`config.mk`:
```
export PLATFORM = sky130hd
export DESIGN_NAME = multdiv_seq
export DESIGN_NICKNAME = d
export VERILOG_FILES = /design/src/rtl/multdiv_pkg.sv /design/src/rtl/alu.sv /design/src/rtl/multdiv_ctrl.sv /design/src/rtl/multdiv_seq.sv
export SDC_FILE = /design/constraint.sdc
export NUM_CORES = 1
export LEC_CHECK = 0
export CORE_ASPECT_RATIO = 0.75
export CORE_MARGIN = 2
export CORE_UTILIZATION = 45
export DETAILED_ROUTE_END_ITERATION = 7
export PLACE_DENSITY = 0.68
export SYNTH_ARGS = -nofsm -noshare
export SYNTH_HDL_FRONTEND = slang
export SYNTH_HIERARCHICAL = 1
export SYNTH_SLANG_ARGS = --single-unit
```
`constraint.sdc`:
```
create_clock -name clock -period 11.17 [get_ports clock]
set_clock_uncertainty 0.15 [all_clocks]
set_input_delay 1.117 -clock clock [delete_from_list [all_inputs] [get_ports clock]]
set_output_delay 1.117 -clock clock [all_outputs]
set_load 0.01 [all_outputs]
```
`src/rtl/multdiv_pkg.sv`:
```
`default_nettype none
// ============================================================================
//  Module      : multdiv_pkg
//  Description : Shared definitions for the iterative multiply/divide unit:
//                FSM state encoding, ALU opcode constants and the index of
//                the final iteration.
//  Revision    : 1.0 - initial release
// ============================================================================
package multdiv_pkg;

   typedef enum logic [1:0] {
      IDLE = 2'd0,
      MULT = 2'd1,
      DIV  = 2'd2,
      DONE = 2'd3
   } state_t;

   localparam logic [4:0] ALU_ADD = 5'b00000;
   localparam logic [4:0] ALU_SUB = 5'b00001;
   localparam logic [4:0] ALU_AND = 5'b00010;
   localparam logic [4:0] ALU_OR  = 5'b00011;
   localparam logic [4:0] ALU_SLL = 5'b00100;
   localparam logic [4:0] ALU_SRA = 5'b00101;

   localparam logic [4:0] ITER_LAST = 5'd31;

endpackage
`default_nettype wire

```
`src/rtl/alu.sv`:
```
`default_nettype none
// ============================================================================
//  Module      : alu
//  Description : Execute-stage 32-bit ALU (add, sub, and, or, sll, sra).
//  Ports       : data_operandA/B  - operands
//                ctrl_ALUopcode   - operation select (see multdiv_pkg)
//                ctrl_shiftamt    - shift distance for SLL/SRA
//                data_result      - combinational result
//  Revision    : 1.0 - initial release
// ============================================================================
module alu
   import multdiv_pkg::*;
(
   input  logic [31:0] data_operandA,
   input  logic [31:0] data_operandB,
   input  logic [4:0]  ctrl_ALUopcode,
   input  logic [4:0]  ctrl_shiftamt,
   output logic [31:0] data_result
);

   always_comb begin
      data_result = '0;
      case (ctrl_ALUopcode)
         ALU_ADD: data_result = data_operandA + data_operandB;
         ALU_SUB: data_result = data_operandA - data_operandB;
         ALU_AND: data_result = data_operandA & data_operandB;
         ALU_OR:  data_result = data_operandA | data_operandB;
         ALU_SLL: data_result = data_operandA << ctrl_shiftamt;
         ALU_SRA: data_result = $unsigned($signed(data_operandA) >>> ctrl_shiftamt);
         default: data_result = '0;
      endcase
   end

endmodule
`default_nettype wire

```
`src/rtl/multdiv_ctrl.sv`:
```
`default_nettype none
// ============================================================================
//  Module      : multdiv_ctrl
//  Description : Sequencer for the iterative multiply/divide unit. Holds the
//                FSM and iteration counter and produces the start / iterate /
//                finish strobes consumed by the datapath.
//  Ports       : clock_i, reset_i  - clock, async active-high reset
//                mult_i, div_i     - start pulses (mult has priority)
//                skip_i            - start goes straight to DONE (early out)
//                state_o           - current state
//                start_o           - a start pulse is present this cycle
//                iter_o            - this edge performs one iteration
//                finish_o          - this edge performs the last iteration
//  Revision    : 1.0 - initial release
// ============================================================================
module multdiv_ctrl
   import multdiv_pkg::*;
#(
   parameter int CNT_WIDTH = 5
)(
   input  logic   clock_i,
   input  logic   reset_i,
   input  logic   mult_i,
   input  logic   div_i,
   input  logic   skip_i,
   output state_t state_o,
   output logic   start_o,
   output logic   iter_o,
   output logic   finish_o
);

   state_t               state_q, state_d;
   logic [CNT_WIDTH-1:0] cnt_q, cnt_d;

   always_ff @(posedge clock_i or posedge reset_i) begin
      if (reset_i) begin
         state_q <= IDLE;
         cnt_q   <= '0;
      end else begin
         state_q <= state_d;
         cnt_q   <= cnt_d;
      end
   end

   always_comb begin
      state_d  = state_q;
      cnt_d    = cnt_q;
      start_o  = mult_i | div_i;
      iter_o   = 1'b0;
      finish_o = 1'b0;
      // A start pulse restarts from any state, abandoning an op in flight.
      if (start_o) begin
         cnt_d = '0;
         if (skip_i)
            state_d = DONE;
         else if (mult_i)
            state_d = MULT;
         else
            state_d = DIV;
      end else begin
         case (state_q)
            MULT, DIV: begin
               iter_o = 1'b1;
               if (cnt_q == CNT_WIDTH'(ITER_LAST)) begin
                  finish_o = 1'b1;
                  cnt_d    = '0;
                  state_d  = DONE;
               end else begin
                  cnt_d = cnt_q + 1'b1;
               end
            end
            DONE:    state_d = IDLE;
            default: state_d = state_q;
         endcase
      end
   end

   assign state_o = state_q;

endmodule
`default_nettype wire

```
`src/rtl/multdiv_seq.sv`:
```
`default_nettype none
// ============================================================================
//  Module      : multdiv_seq
//  Description : Iterative signed 32-bit multiply (radix-2 shift-add) and
//                divide (restoring) unit. Works on operand magnitudes, using
//                one alu instance for the per-iteration add/sub, and applies
//                the sign on the final iteration.
//  Ports       : clock, reset              - clock, async active-high reset
//                data_operandA/B           - operands, sampled on start edge
//                ctrl_MULT, ctrl_DIV       - start pulses (MULT wins)
//                data_result               - product low word or quotient
//                data_exception            - overflow / divide-by-zero
//                data_resultRDY            - one-cycle result-valid pulse
//  Build option: MULTDIV_EARLY_OUT_EN - zero-operand ops (MULT with a zero
//                operand, DIV by zero) complete without iterating.
//  Revision    : 1.0 - initial release
// ============================================================================
module multdiv_seq
   import multdiv_pkg::*;
#(
   parameter int DATA_WIDTH = 32,
   parameter int CNT_WIDTH  = 5
)(
   input  logic                  clock,
   input  logic                  reset,
   input  logic [DATA_WIDTH-1:0] data_operandA,
   input  logic [DATA_WIDTH-1:0] data_operandB,
   input  logic                  ctrl_MULT,
   input  logic                  ctrl_DIV,
   output logic [DATA_WIDTH-1:0] data_result,
   output logic                  data_exception,
   output logic                  data_resultRDY
);

   localparam int DW  = DATA_WIDTH;
   localparam int PW  = 2 * DATA_WIDTH;

   state_t        state;
   logic          w_start, w_iter, w_finish, w_skip;
   logic [DW-1:0] w_a_mag, w_b_mag;

   // hi/lo is the {hi,lo} product register for MULT; for DIV hi is the
   // partial remainder and lo shifts dividend bits out / quotient bits in.
   // opnd holds |A| (the addend) for MULT and |B| (the divisor) for DIV.
   logic [DW-1:0] hi_q, hi_d, lo_q, lo_d, opnd_q, opnd_d, result_q, result_d;
   logic          sign_q, sign_d, exc_q, exc_d;

   assign w_a_mag = data_operandA[DW-1] ? (~data_operandA + 1'b1) : data_operandA;
   assign w_b_mag = data_operandB[DW-1] ? (~data_operandB + 1'b1) : data_operandB;

`ifdef MULTDIV_EARLY_OUT_EN
   assign w_skip = ctrl_MULT ? ((data_operandA == '0) || (data_operandB == '0))
                             : (ctrl_DIV && (data_operandB == '0));
`else
   assign w_skip = 1'b0;
`endif

   multdiv_ctrl #(.CNT_WIDTH(CNT_WIDTH)) u_ctrl (
      .clock_i  (clock),
      .reset_i  (reset),
      .mult_i   (ctrl_MULT),
      .div_i    (ctrl_DIV),
      .skip_i   (w_skip),
      .state_o  (state),
      .start_o  (w_start),
      .iter_o   (w_iter),
      .finish_o (w_finish)
   );

   // ---------------------------------------------------------------- alu step
   logic [DW-1:0] w_rem_shift, w_alu_a, w_alu_res;
   logic [4:0]    w_alu_op;

   assign w_rem_shift = {hi_q[DW-2:0], lo_q[DW-1]};
   assign w_alu_a     = (state == DIV) ? w_rem_shift : hi_q;
   assign w_alu_op    = (state == DIV) ? ALU_SUB : ALU_ADD;

   alu u_alu (
      .data_operandA  (w_alu_a),
      .data_operandB  (opnd_q),
      .ctrl_ALUopcode (w_alu_op),
      .ctrl_shiftamt  (5'd0),
      .data_result    (w_alu_res)
   );

   // MULT: carry out of hi + |A|, recovered from the MSBs of the 32-bit sum.
   logic          w_carry, w_cin;
   logic [DW-1:0] w_sum, w_mul_hi, w_mul_lo;
   assign w_carry  = (hi_q[DW-1] & opnd_q[DW-1]) |
                     ((hi_q[DW-1] | opnd_q[DW-1]) & ~w_alu_res[DW-1]);
   assign w_sum    = lo_q[0] ? w_alu_res : hi_q;
   assign w_cin    = lo_q[0] & w_carry;
   assign w_mul_hi = {w_cin, w_sum[DW-1:1]};
   assign w_mul_lo = {w_sum[0], lo_q[DW-1:1]};

   // DIV: unsigned borrow of {rem,q_msb} - |B|; no borrow means the trial
   // subtraction is kept and the quotient bit is 1.
   logic          w_borrow, w_ge;
   logic [DW-1:0] w_div_hi, w_div_lo;
   assign w_borrow = (~w_rem_shift[DW-1] & opnd_q[DW-1]) |
                     ((~w_rem_shift[DW-1] | opnd_q[DW-1]) & w_alu_res[DW-1]);
   assign w_ge     = ~w_borrow;
   assign w_div_hi = w_ge ? w_alu_res : w_rem_shift;
   assign w_div_lo = {lo_q[DW-2:0], w_ge};

   logic [DW-1:0] w_hi_n, w_lo_n;
   assign w_hi_n = (state == DIV) ? w_div_hi : w_mul_hi;
   assign w_lo_n = (state == DIV) ? w_div_lo : w_mul_lo;

   // ------------------------------------------------------- sign and result
   logic [PW-1:0] w_mag, w_sgn;
   logic [DW-1:0] w_fin_res;
   logic          w_fin_exc;
   assign w_mag = (state == MULT) ? {w_hi_n, w_lo_n} : {{DW{1'b0}}, w_lo_n};
   assign w_sgn = sign_q ? (~w_mag + 1'b1) : w_mag;

   always_comb begin
      w_fin_res = w_sgn[DW-1:0];
      w_fin_exc = 1'b0;
      if (state == MULT) begin
         w_fin_exc = (w_sgn[PW-1:DW] != {DW{w_sgn[DW-1]}});
      end else if (opnd_q == '0) begin
         w_fin_res = '0;
         w_fin_exc = 1'b1;
      end else begin
         // A positive quotient of 2^31 only arises from MIN / -1.
         w_fin_exc = ~sign_q & w_lo_n[DW-1];
      end
   end

   // ----------------------------------------------------------- registers
   always_comb begin
      hi_d     = hi_q;
      lo_d     = lo_q;
      opnd_d   = opnd_q;
      sign_d   = sign_q;
      result_d = result_q;
      exc_d    = exc_q;
      if (w_start) begin
         hi_d     = '0;
         lo_d     = ctrl_MULT ? w_b_mag : w_a_mag;
         opnd_d   = ctrl_MULT ? w_a_mag : w_b_mag;
         sign_d   = data_operandA[DW-1] ^ data_operandB[DW-1];
         result_d = '0;
         // Only an early-out DIV start reports an exception (divide by zero).
         exc_d    = w_skip & ~ctrl_MULT;
      end else if (w_iter) begin
         hi_d = w_hi_n;
         lo_d = w_lo_n;
         if (w_finish) begin
            result_d = w_fin_res;
            exc_d    = w_fin_exc;
         end
      end
   end

   always_ff @(posedge clock or posedge reset) begin
      if (reset) begin
         hi_q     <= '0;
         lo_q     <= '0;
         opnd_q   <= '0;
         sign_q   <= 1'b0;
         result_q <= '0;
         exc_q    <= 1'b0;
      end else begin
         hi_q     <= hi_d;
         lo_q     <= lo_d;
         opnd_q   <= opnd_d;
         sign_q   <= sign_d;
         result_q <= result_d;
         exc_q    <= exc_d;
      end
   end

   assign data_result    = result_q;
   assign data_exception = exc_q;
   assign data_resultRDY = (state == DONE);

endmodule
`default_nettype wire

```
==> metrics.txt <==
sum of negative setup slack=0 ns; worst vdd ir=roughly 110 uV; post-synthesis cell type count=103; maximum frequency from static timing analysis=approximately 0.1 GHz; total of warnings raised by yosys=6; RSZ-0062 raised after global routing=false; leakage power summed over all cells=around 8.1 nW; Clk Latency, worst-skew pair=around 0.46 ns; WL final=77.72 mm; most common cell after layout, fill and taps aside=nand2_1; die outline height=179.9 um; sum of net half-perimeters after detailed placement=~60 mm; power per standard cell area=about 100 nW/um2; post-route fraction of the period consumed by the critical path=~87%; leading cell types in the layout, fill and taps excluded=nand2_1, nor2_1, o21ai_0; Global Route Usage Sum=a little over a third; die footprint=roughly 43000 um2; DRC=1; number of antenna diodes=0; I/O pin total=102; Register Area=3431 um2; Syn Inst Count=between 2000 and 3000; max-slew violation total from the final report=19; Worst Setup Start Kind=register; CTS hold repair buffers=0; combined area of all synthesized cells=18550 um2; Total Nets Final=around 2600; via count of the first global-routing pass=about 18000; Worst-Margin Slew=approximately 2.4 ns; commonest register cell after synthesis=dfrtp_1; DRC violation total after the first TritonRoute iteration=2819; Max stage delay cell, worst path=o211ai_1; routed wirelength normalized by instance count=about 25 um; P&R area growth vs syn=9.994%; Max clock buf depth=2; worst hold-check path type=reg -> reg; number of nets with antenna violations after routing=0; antenna violations before repair=2; path type of the worst setup path=reg -> reg; number of enable-type register cells in the synthesized netlist=0; Arrival @ worst endpoint=9.90 ns; GR Overflow Total=0; final weighted congestion in routability-driven placement=1.046; CTS buffer count=17; vias per std cell=roughly 6.6; number of filler instances in the final layout=just over 4000; top layer used by detailed routing=met4; Worst Path Required=roughly 11 ns; CTS root buf=clkbuf_16; run status=finished, violations left; WL met2=31.49 mm; length of routed wiring on met1=~36 mm; row cnt=64; area of combinational cells with multiple inputs=approximately 14000 um2; post-synthesis sequential area ratio=between 10% and 20%; Routed met3 length=between 9 and 10 mm; Final Hold Violating Endpoints=0; routed vias=20309; worst slack on hold paths=between 0.3 and 0.4 ns; Yosys reg bits=roughly 140; TritonCTS sink count=137; number of gates given a new drive strength after cts=0; maximum single-stage delay on the critical path=between 0.7 and 0.8 ns; async set-reset flop share out of synthesis=100.0%; maximum number of pins on one net before global-route repair=between 80 and 90; buffers added on ports=101; Max transition margin=-59.30%; # H-tree levels=4; width of the die=around 240 um; starting utilization of the core area=a little under half; post-CTS setup buffer count=0; final setup violating endpoints=0; clock input transition at the sequential cells of the worst setup and hold paths=0.08 ns; proportion of layout cells with a drive suffix above 1=7.823%; post-synthesis area per instance=7.374 um2; kind of capture point of the worst setup path=register; CORE AREA=between 40000 and 50000 um2; TritonCTS clock tree=yes; first-pass GRT wire length=116.3 mm; final critical path time including I/O delays and setup=between 9 and 10 ns; Maximum Capacitance Violations=0; violations in the final reports=DRC, slew limit; highest net fanout along the worst path=66; 1st-pass router iterations=8
==> cells by family after synthesis <==
| logic type | Yosys count | share of synthesized area [%] |
|---|---|---|
| buffers and inverters | 237 | 5.449 |
| XOR/XNOR | 163 | 7.735 |
| flip-flops | 137 | 18.48 |
| AND/OR/NAND/NOR | 985 | 24.74 |
| adder cells (fa/ha/maj) | 72 | 4.478 |
| other | 1 | 0.02021 |
| multiplexers | 208 | 13.80 |
| AO/OA/AOI/OAI | 713 | 25.30 |
==> cells in the mapped netlist, drive strengths merged, types with 7 or more instances <==
library cell	count	area [um2]
dfrtp	137	3428
xnor2	76	673.2
nor3	52	265.3
nor4b	7	73.82
mux2i	131	1311
nand2	397	1498
or3	25	176.4
a22o	31	271.5
a21oi	155	775.7
nand3	45	225.2
o21a	9	67.56
o31ai	38	285.3
nand3b	7	52.55
o211ai	58	435.4
nand2b	36	225.2
nand4	23	158.9
clkbuf	127	496.7
maj3	31	310.3
ha	40	500.5
inv	47	176.4
mux2	43	484.2
a31oi	25	162.6
xor2	87	762.0
o41ai	20	182.7
mux4	34	765.7
a211o	7	61.31
or4	15	116.4
and2	18	112.6
nor2	275	1042
a311oi	17	148.9
buf	60	326.6
and3	13	82.58
o22ai	7	43.79
o21ai	195	975.9
nor2b	8	50.05
a222oi	14	140.1
nor4	30	230.2
or4b	7	70.07
or2	10	62.56
a221oi	10	87.58
a21o	36	270.3
a211oi	29	217.7
==> power by group <==
part           switching (mW)  total [mW]  internal, mW
Clock                   0.278       0.575         0.297
Combinational           0.540       0.828         0.288
Sequential             0.0802       0.611         0.531
==> layout make-up <==
cell class                 instances  share of cell area (%)
timing repair buffer             139                   6.327
tap                              528                   3.237
inverter                          50                  0.9625
multi-input combinational       2173                   69.85
clock buffer                      17                   2.084
clock inverter                    15                  0.7234
sequential                       137                   16.81
==> final timing paths <==
| path | from | endpoint | slack [ns] | cells past startpoint |
|---|---|---|---|---|
| worst max-delay path | u_ctrl/state_o[0] | data_exception | 1.46 | 29 |
| max in group asynchronous | reset | data_result[1] | 8.36 | 3 |
| worst min-delay path | data_result[8] | data_result[8] | 0.35 | 1 |
| worst min register to register | data_result[8] | data_result[8] | 0.35 | 1 |
| worst max register to register | u_ctrl/state_o[0] | data_exception | 1.46 | 29 |
| min in group asynchronous | reset | u_ctrl/cnt_q[0] | 0.87 | 2 |
==> worst max-delay path: cells and delay by family, from the launching register on <==
kind	cells	cell delay (ns)
flip-flops	1	0.54
AO/OA/AOI/OAI	14	4.10
AND/OR/NAND/NOR	9	3.59
adder cells (fa/ha/maj)	2	0.47
XOR/XNOR	1	0.13
buffers and inverters	3	0.59
==> per-stage QoR <==
step / cell area [um2] / cells / power (mW) / setup WS, ns / utilization (%)
after floorplan: 18670 / 2547 / 1.163 / 1.739 / -
after global placement: 19840 / 3027 / 1.399 / 1.874 / 48.66
after detailed placement: 19840 / 3027 / 1.406 / 1.601 / 48.66
after CTS: 20410 / 3059 / 1.978 / 1.579 / 50.07
after global routing: 20410 / 3059 / 2.109 / 0.8311 / 50.07
final: 20410 / 3059 / 2.014 / 1.457 / 50.07
==> per-layer routing <==
metal  up-vias  global-route usage (%)
met5         -                       0
met3       120                   9.966
met2      1116                   49.59
li1       9196                       -
met4         0                   7.125
met1      9877                   53.15
==> sequential cells by signal, indices dropped and copies added, names as in the netlist <==
signal          flops
data_exception      1
data_result        32
hi_q               32
lo_q               32
opnd_q             32
sign_q              1
u_ctrl/cnt_q        5
u_ctrl/state_o      2
Power figures use the tool's default switching activity.
